**config.mk**
```make
export PLATFORM = sky130hd
export DESIGN_NAME = serial_add_unit
export DESIGN_NICKNAME = d
export VERILOG_FILES = /design/src/rtl/arith_pkg.sv /design/src/rtl/full_adder_bit.sv /design/src/rtl/serial_add_unit.sv
export SDC_FILE = /design/constraint.sdc
export NUM_CORES = 1
export LEC_CHECK = 0
export ABC_CLOCK_PERIOD_IN_PS = 1300
export CORE_MARGIN = 3
export CORE_UTILIZATION = 45
export DETAILED_ROUTE_END_ITERATION = 8
export PLACE_DENSITY = 0.68
export SLEW_MARGIN = 25
export SYNTH_ARGS = -nofsm -noshare
export SYNTH_HDL_FRONTEND = slang
export SYNTH_SLANG_ARGS = --single-unit
```
**constraint.sdc**
```tcl
create_clock -name clk -period 1.3 [get_ports clk]
set_input_delay 0.26 -clock clk [delete_from_list [all_inputs] [get_ports clk]]
set_output_delay 0.26 -clock clk [all_outputs]
set_load 0.05 [all_outputs]
```
**src/rtl/arith_pkg.sv**
```systemverilog
// Shared arithmetic definitions.
// Serial adder FSM states and default width.
package arith_pkg;

  localparam int SERIAL_ADD_DEFAULT_WIDTH = 8;

  typedef enum logic [1:0] {
    IDLE  = 2'd0,
    SHIFT = 2'd1,
    DONE  = 2'd2
  } add_state_e;

endpackage

```
**src/rtl/full_adder_bit.sv**
```systemverilog
// Gate-level 1-bit full adder.
// Two half-adder stages merged by an OR.
module full_adder_bit (
  input  logic a,
  input  logic b,
  input  logic cin,
  output logic s,
  output logic cout
);

  logic s1;
  logic c1;
  logic c2;

  assign s1   = a ^ b;
  assign c1   = a & b;
  assign s    = s1 ^ cin;
  assign c2   = s1 & cin;
  assign cout = c1 | c2;

endmodule

```
**src/rtl/serial_add_unit.sv**
```systemverilog
// Bit-serial unsigned adder, LSB first.
// One full-adder cell plus a carry flop.
module serial_add_unit
  import arith_pkg::*;
#(
  parameter int WIDTH = SERIAL_ADD_DEFAULT_WIDTH
) (
  input  logic             clk,
  input  logic             rst_n,
  input  logic             start,
  input  logic [WIDTH-1:0] a,
  input  logic [WIDTH-1:0] b,
  output logic             busy,
  output logic             done,
  output logic [WIDTH-1:0] sum,
  output logic             carry_out
);

  localparam int CW = $clog2(WIDTH);
  localparam logic [CW-1:0] LAST = CW'(WIDTH - 1);

  add_state_e       st_q, st_d;
  logic [WIDTH-1:0] a_q, a_d;
  logic [WIDTH-1:0] b_q, b_d;
  logic [WIDTH-1:0] ps_q, ps_d;
  logic [WIDTH-1:0] sum_q, sum_d;
  logic [CW-1:0]    cnt_q, cnt_d;
  logic             c_q, c_d;
  logic             co_q, co_d;
  logic             fa_s;
  logic             fa_co;

  full_adder_bit u_fa (
    .a    (a_q[0]),
    .b    (b_q[0]),
    .cin  (c_q),
    .s    (fa_s),
    .cout (fa_co)
  );

  // Next-state: load on accept, shift one bit per edge, publish on last.
  always_comb begin
    st_d  = st_q;
    a_d   = a_q;
    b_d   = b_q;
    ps_d  = ps_q;
    sum_d = sum_q;
    cnt_d = cnt_q;
    c_d   = c_q;
    co_d  = co_q;
    unique case (st_q)
      IDLE, DONE: begin
        st_d = IDLE;
        if (start) begin
          a_d   = a;
          b_d   = b;
          ps_d  = '0;
          c_d   = 1'b0;
          cnt_d = '0;
          st_d  = SHIFT;
        end
      end
      SHIFT: begin
        a_d   = a_q >> 1;
        b_d   = b_q >> 1;
        ps_d  = {fa_s, ps_q[WIDTH-1:1]};
        c_d   = fa_co;
        cnt_d = cnt_q + CW'(1);
        if (cnt_q == LAST) begin
          sum_d = {fa_s, ps_q[WIDTH-1:1]};
          co_d  = fa_co;
          cnt_d = '0;
          st_d  = DONE;
        end
      end
      default: st_d = IDLE;
    endcase
  end

  // State and datapath registers, all cleared by reset.
  always_ff @(posedge clk or negedge rst_n) begin
    if (!rst_n) begin
      st_q  <= IDLE;
      a_q   <= '0;
      b_q   <= '0;
      ps_q  <= '0;
      sum_q <= '0;
      cnt_q <= '0;
      c_q   <= 1'b0;
      co_q  <= 1'b0;
    end else begin
      st_q  <= st_d;
      a_q   <= a_d;
      b_q   <= b_d;
      ps_q  <= ps_d;
      sum_q <= sum_d;
      cnt_q <= cnt_d;
      c_q   <= c_d;
      co_q  <= co_d;
    end
  end

  assign busy      = (st_q == SHIFT);
  assign done      = (st_q == DONE);
  assign sum       = sum_q;
  assign carry_out = co_q;

endmodule

```
==> results_dict.tcl <==
set metrics [dict create \
    drc_errors 0 \
    clockBufferDepth 2 \
    path_cells "nor2b_4 -> buf_6 -> buf_12" \
    dieWidth_um 69.89 \
    clock_latency_ns 0.30 \
    max_cap_viol_count 0 \
    cellLeakagePower_uw 0.001121 \
    clkSinkCount 38 \
    setup_viol 11 \
    fin_crit_ns 1.382 \
    wl_met2_mm 1.938 \
    r2r_start "cnt_q[0]" \
    crit_arrival_ns 1.12 \
    grt_overflow_total 0 \
    r2r_setup_slack_ns -0.04 \
    cts.reportedPaths.clkPinSlew_ns 0.08 \
    max_slew_margin_pct 75.83 \
    drtAntennaViolNets 0 \
    fmax_ghz 0.7238 \
    ys_ff_latch 38 \
    dp_slack_ns -0.2149 \
    netlist_instances 159 \
    vias_per_cell 5.400 \
    dpl.hpwl_mm 2.549 \
    synthTopCellsByArea "dfrtp_1 52%, mux2i_1 13%, mux2_2 6.1%" \
    grt_max_degree 39 \
    diodes 0 \
    drive_gt1_share_pct 29.95 \
    slew_violations 0 \
    finalHoldViolations 0 \
    place_area_um2 2352 \
    initial_utilization_pct 48.35 \
    crit_buf_inv 2 \
    cp-end-kind "output port" \
    synth_fp_nets 181 \
    fin_area_um2 2668 \
    totalWireLength_mm 4.006 \
    cp_max_fo 4 \
    final_util_pct 70.22 \
    port_buffers 29 \
    crit_type "reg2out" \
    peakVddDrop_uv 1713 \
    htree_levels 2 \
    fp.coreArea_um2 3799 \
    die_area_um2 4885 \
    drtPass1Iterations 4 \
    r2r-end "sum[3]" \
    tns_ns -0.3662 \
    top_layer "met4" \
    fp.dieH_um 69.89 \
    start_kind "flop" \
    nets 228 \
    routedWlPerCell_um 15.71 \
    synth_edf_count 0 \
    syn_area_per_cell_um2 11.55 \
    ys_seq_area_share_pct 51.77 \
    num_rows 22 \
    synth.most_common_cell "dfrtp_1" \
    pin_count 30 \
    numCtsBuffers 5 \
    wl_met1_mm 1.832 \
    wl_met3_um 182 \
    finClkSkew_ns 0.007816 \
    violations "negative setup slack" \
    grt_pass1_vias 1364 \
    synthFlopType "dfrtp_1" \
    gp_congestion 0.7135 \
    synthDominantCellAreaShare_pct 51.77 \
    vias 1377 \
    critPathTopFamily "flip-flops" \
    rsz0062_at_grt "true" \
    ff2ff_path_depth 4 \
    postSynth.asyncResetShare_pct 100.0 \
    cts-root-buf "clkbuf_8" \
    drt_iter0_markers 64 \
    required_ns 1.04 \
    slowest_delay_ns 0.44 \
    fin_crit_sh_pct 106.3 \
    synth_cell_types 23 \
    grt_pass1_wl_mm 6.844 \
    powerDensity_nw_per_um2 2534 \
    track_usage_pct 17.67 \
    hp-class "in2async" \
    synth_common_cells "38 x dfrtp_1, 24 x mux2i_1, 14 x a21oi_1, 14 x nor2b_1, 13 x a211oi_1" \
    worst_pin_slew_ns 0.3622 \
    area_growth_pct 45.23 \
    antenna_found_initial 0 \
    fill_cells 278 \
    synth_top_area_cell "dfrtp_1" \
    run_status "finished, violations left" \
    cts_tree "done" \
    synth_area_um2 1837 \
    yosys_warnings 0 \
    critPathSlowestCell "dfrtp_2" \
    worst_slack_ns -0.08162 \
]
routing by layer:
| metal | GRT usage, % | up-vias |
|---|---|---|
| met5 | 0 | - |
| met4 | 5.957 | 0 |
| met3 | 5.612 | 5 |
| met2 | 25.92 | 32 |
| met1 | 24.77 | 677 |
| li1 | - | 663 |
sequential cells by signal, summed over array words and instances, names as in the netlist:
register,cells
cnt_q,3
carry_out,1
sum,8
st_q,2
c_q,1
b_q,8
a_q,8
ps_q,7
logic make-up (layout without fill, tap and decap cells):
kind of cell / Yosys count / after routing / synth area share [%]
AO/OA/AOI/OAI: 41 / 41 / 13.56
adder cells (fa/ha/maj): 3 / 3 / 2.452
buffers and inverters: 13 / 60 / 3.542
flip-flops: 38 / 38 / 51.77
multiplexers: 34 / 34 / 19.21
AND/OR/NAND/NOR: 30 / 31 / 9.468
layout by cell type, fill, tap and decap left out, types with 2 or more instances in the layout:
cell type	synthesis	routed
buf_6	0	4
nor2b_1	14	13
mux2_4	0	9
a211oi_1	13	12
dfrtp_2	0	2
nand2_8	0	2
clkdlybuf4s50_1	0	17
a21oi_1	14	14
clkbuf_8	0	5
nand3_1	2	2
buf_12	0	12
mux2i_1	24	24
dfrtp_1	38	36
o21ai_0	11	10
nor2b_4	1	2
buf_4	3	15
nand2_1	9	9
bufinv_16	0	2
worst max path at each step:
| stage | depth (start not counted) | end | from | slack [ns] |
|---|---|---|---|---|
| final | 3 | busy | st_q[0] | -0.08 |
| after global routing | 3 | done | st_q[0] | -0.12 |
| after CTS | 3 | busy | st_q[0] | -0.11 |
| after detailed placement | 5 | b_q[5] | start | -0.21 |
| after global placement | 4 | b_q[2] | start | -0.13 |
| after floorplan | 4 | carry_out | st_q[1] | -0.1 |
stage by stage:
| stage | power, µW | hold WS (ns) | instances |
|---|---|---|---|
| after floorplan | 3867 | -0.03559 | 159 |
| after global placement | 4952 | 0.2393 | 238 |
| after detailed placement | 5108 | 0.2405 | 238 |
| after CTS | 6648 | 0.4473 | 252 |
| after global routing | 7181 | 0.4711 | 255 |
| final | 6760 | 0.4504 | 255 |
cell type report:
type | instances | area, µm² | share of cell area [%]
Clock inverter | 3 | 68.82 | 2.580
Inverter | 2 | 11.26 | 0.4221
Multi-Input combinational cell | 109 | 922.1 | 34.57
Timing Repair Buffer | 50 | 583.1 | 21.86
Clock buffer | 5 | 68.82 | 2.580
Tap cell | 48 | 60.06 | 2.251
Sequential cell | 38 | 953.4 | 35.74
power breakdown:
group | switching [µW] | internal, µW | total, µW | leakage [µW]
Combinational | 1580 | 1740 | 3320 | 0.000583
Clock | 435 | 769 | 1200 | 0.0000683
Sequential | 500 | 1740 | 2240 | 0.000470
worst reg2reg max path, stage by stage (launching register included):
cell	delay, ns
dfrtp_1	0.40
ha_2	0.20
ha_4	0.22
nand2_8	0.10
mux2_4	0.30
timing repair:
action | CTS | global route
setup endpoints to repair | 14 | 17
resized for setup | 19 | 7
pin swaps | 4 | 3
hold buffers | 1 | 0
hold endpoints to repair | 38 | 0
gates cloned | 1 | 0
buffers inserted | 4 | 3
Power figures use the tool's default switching activity.
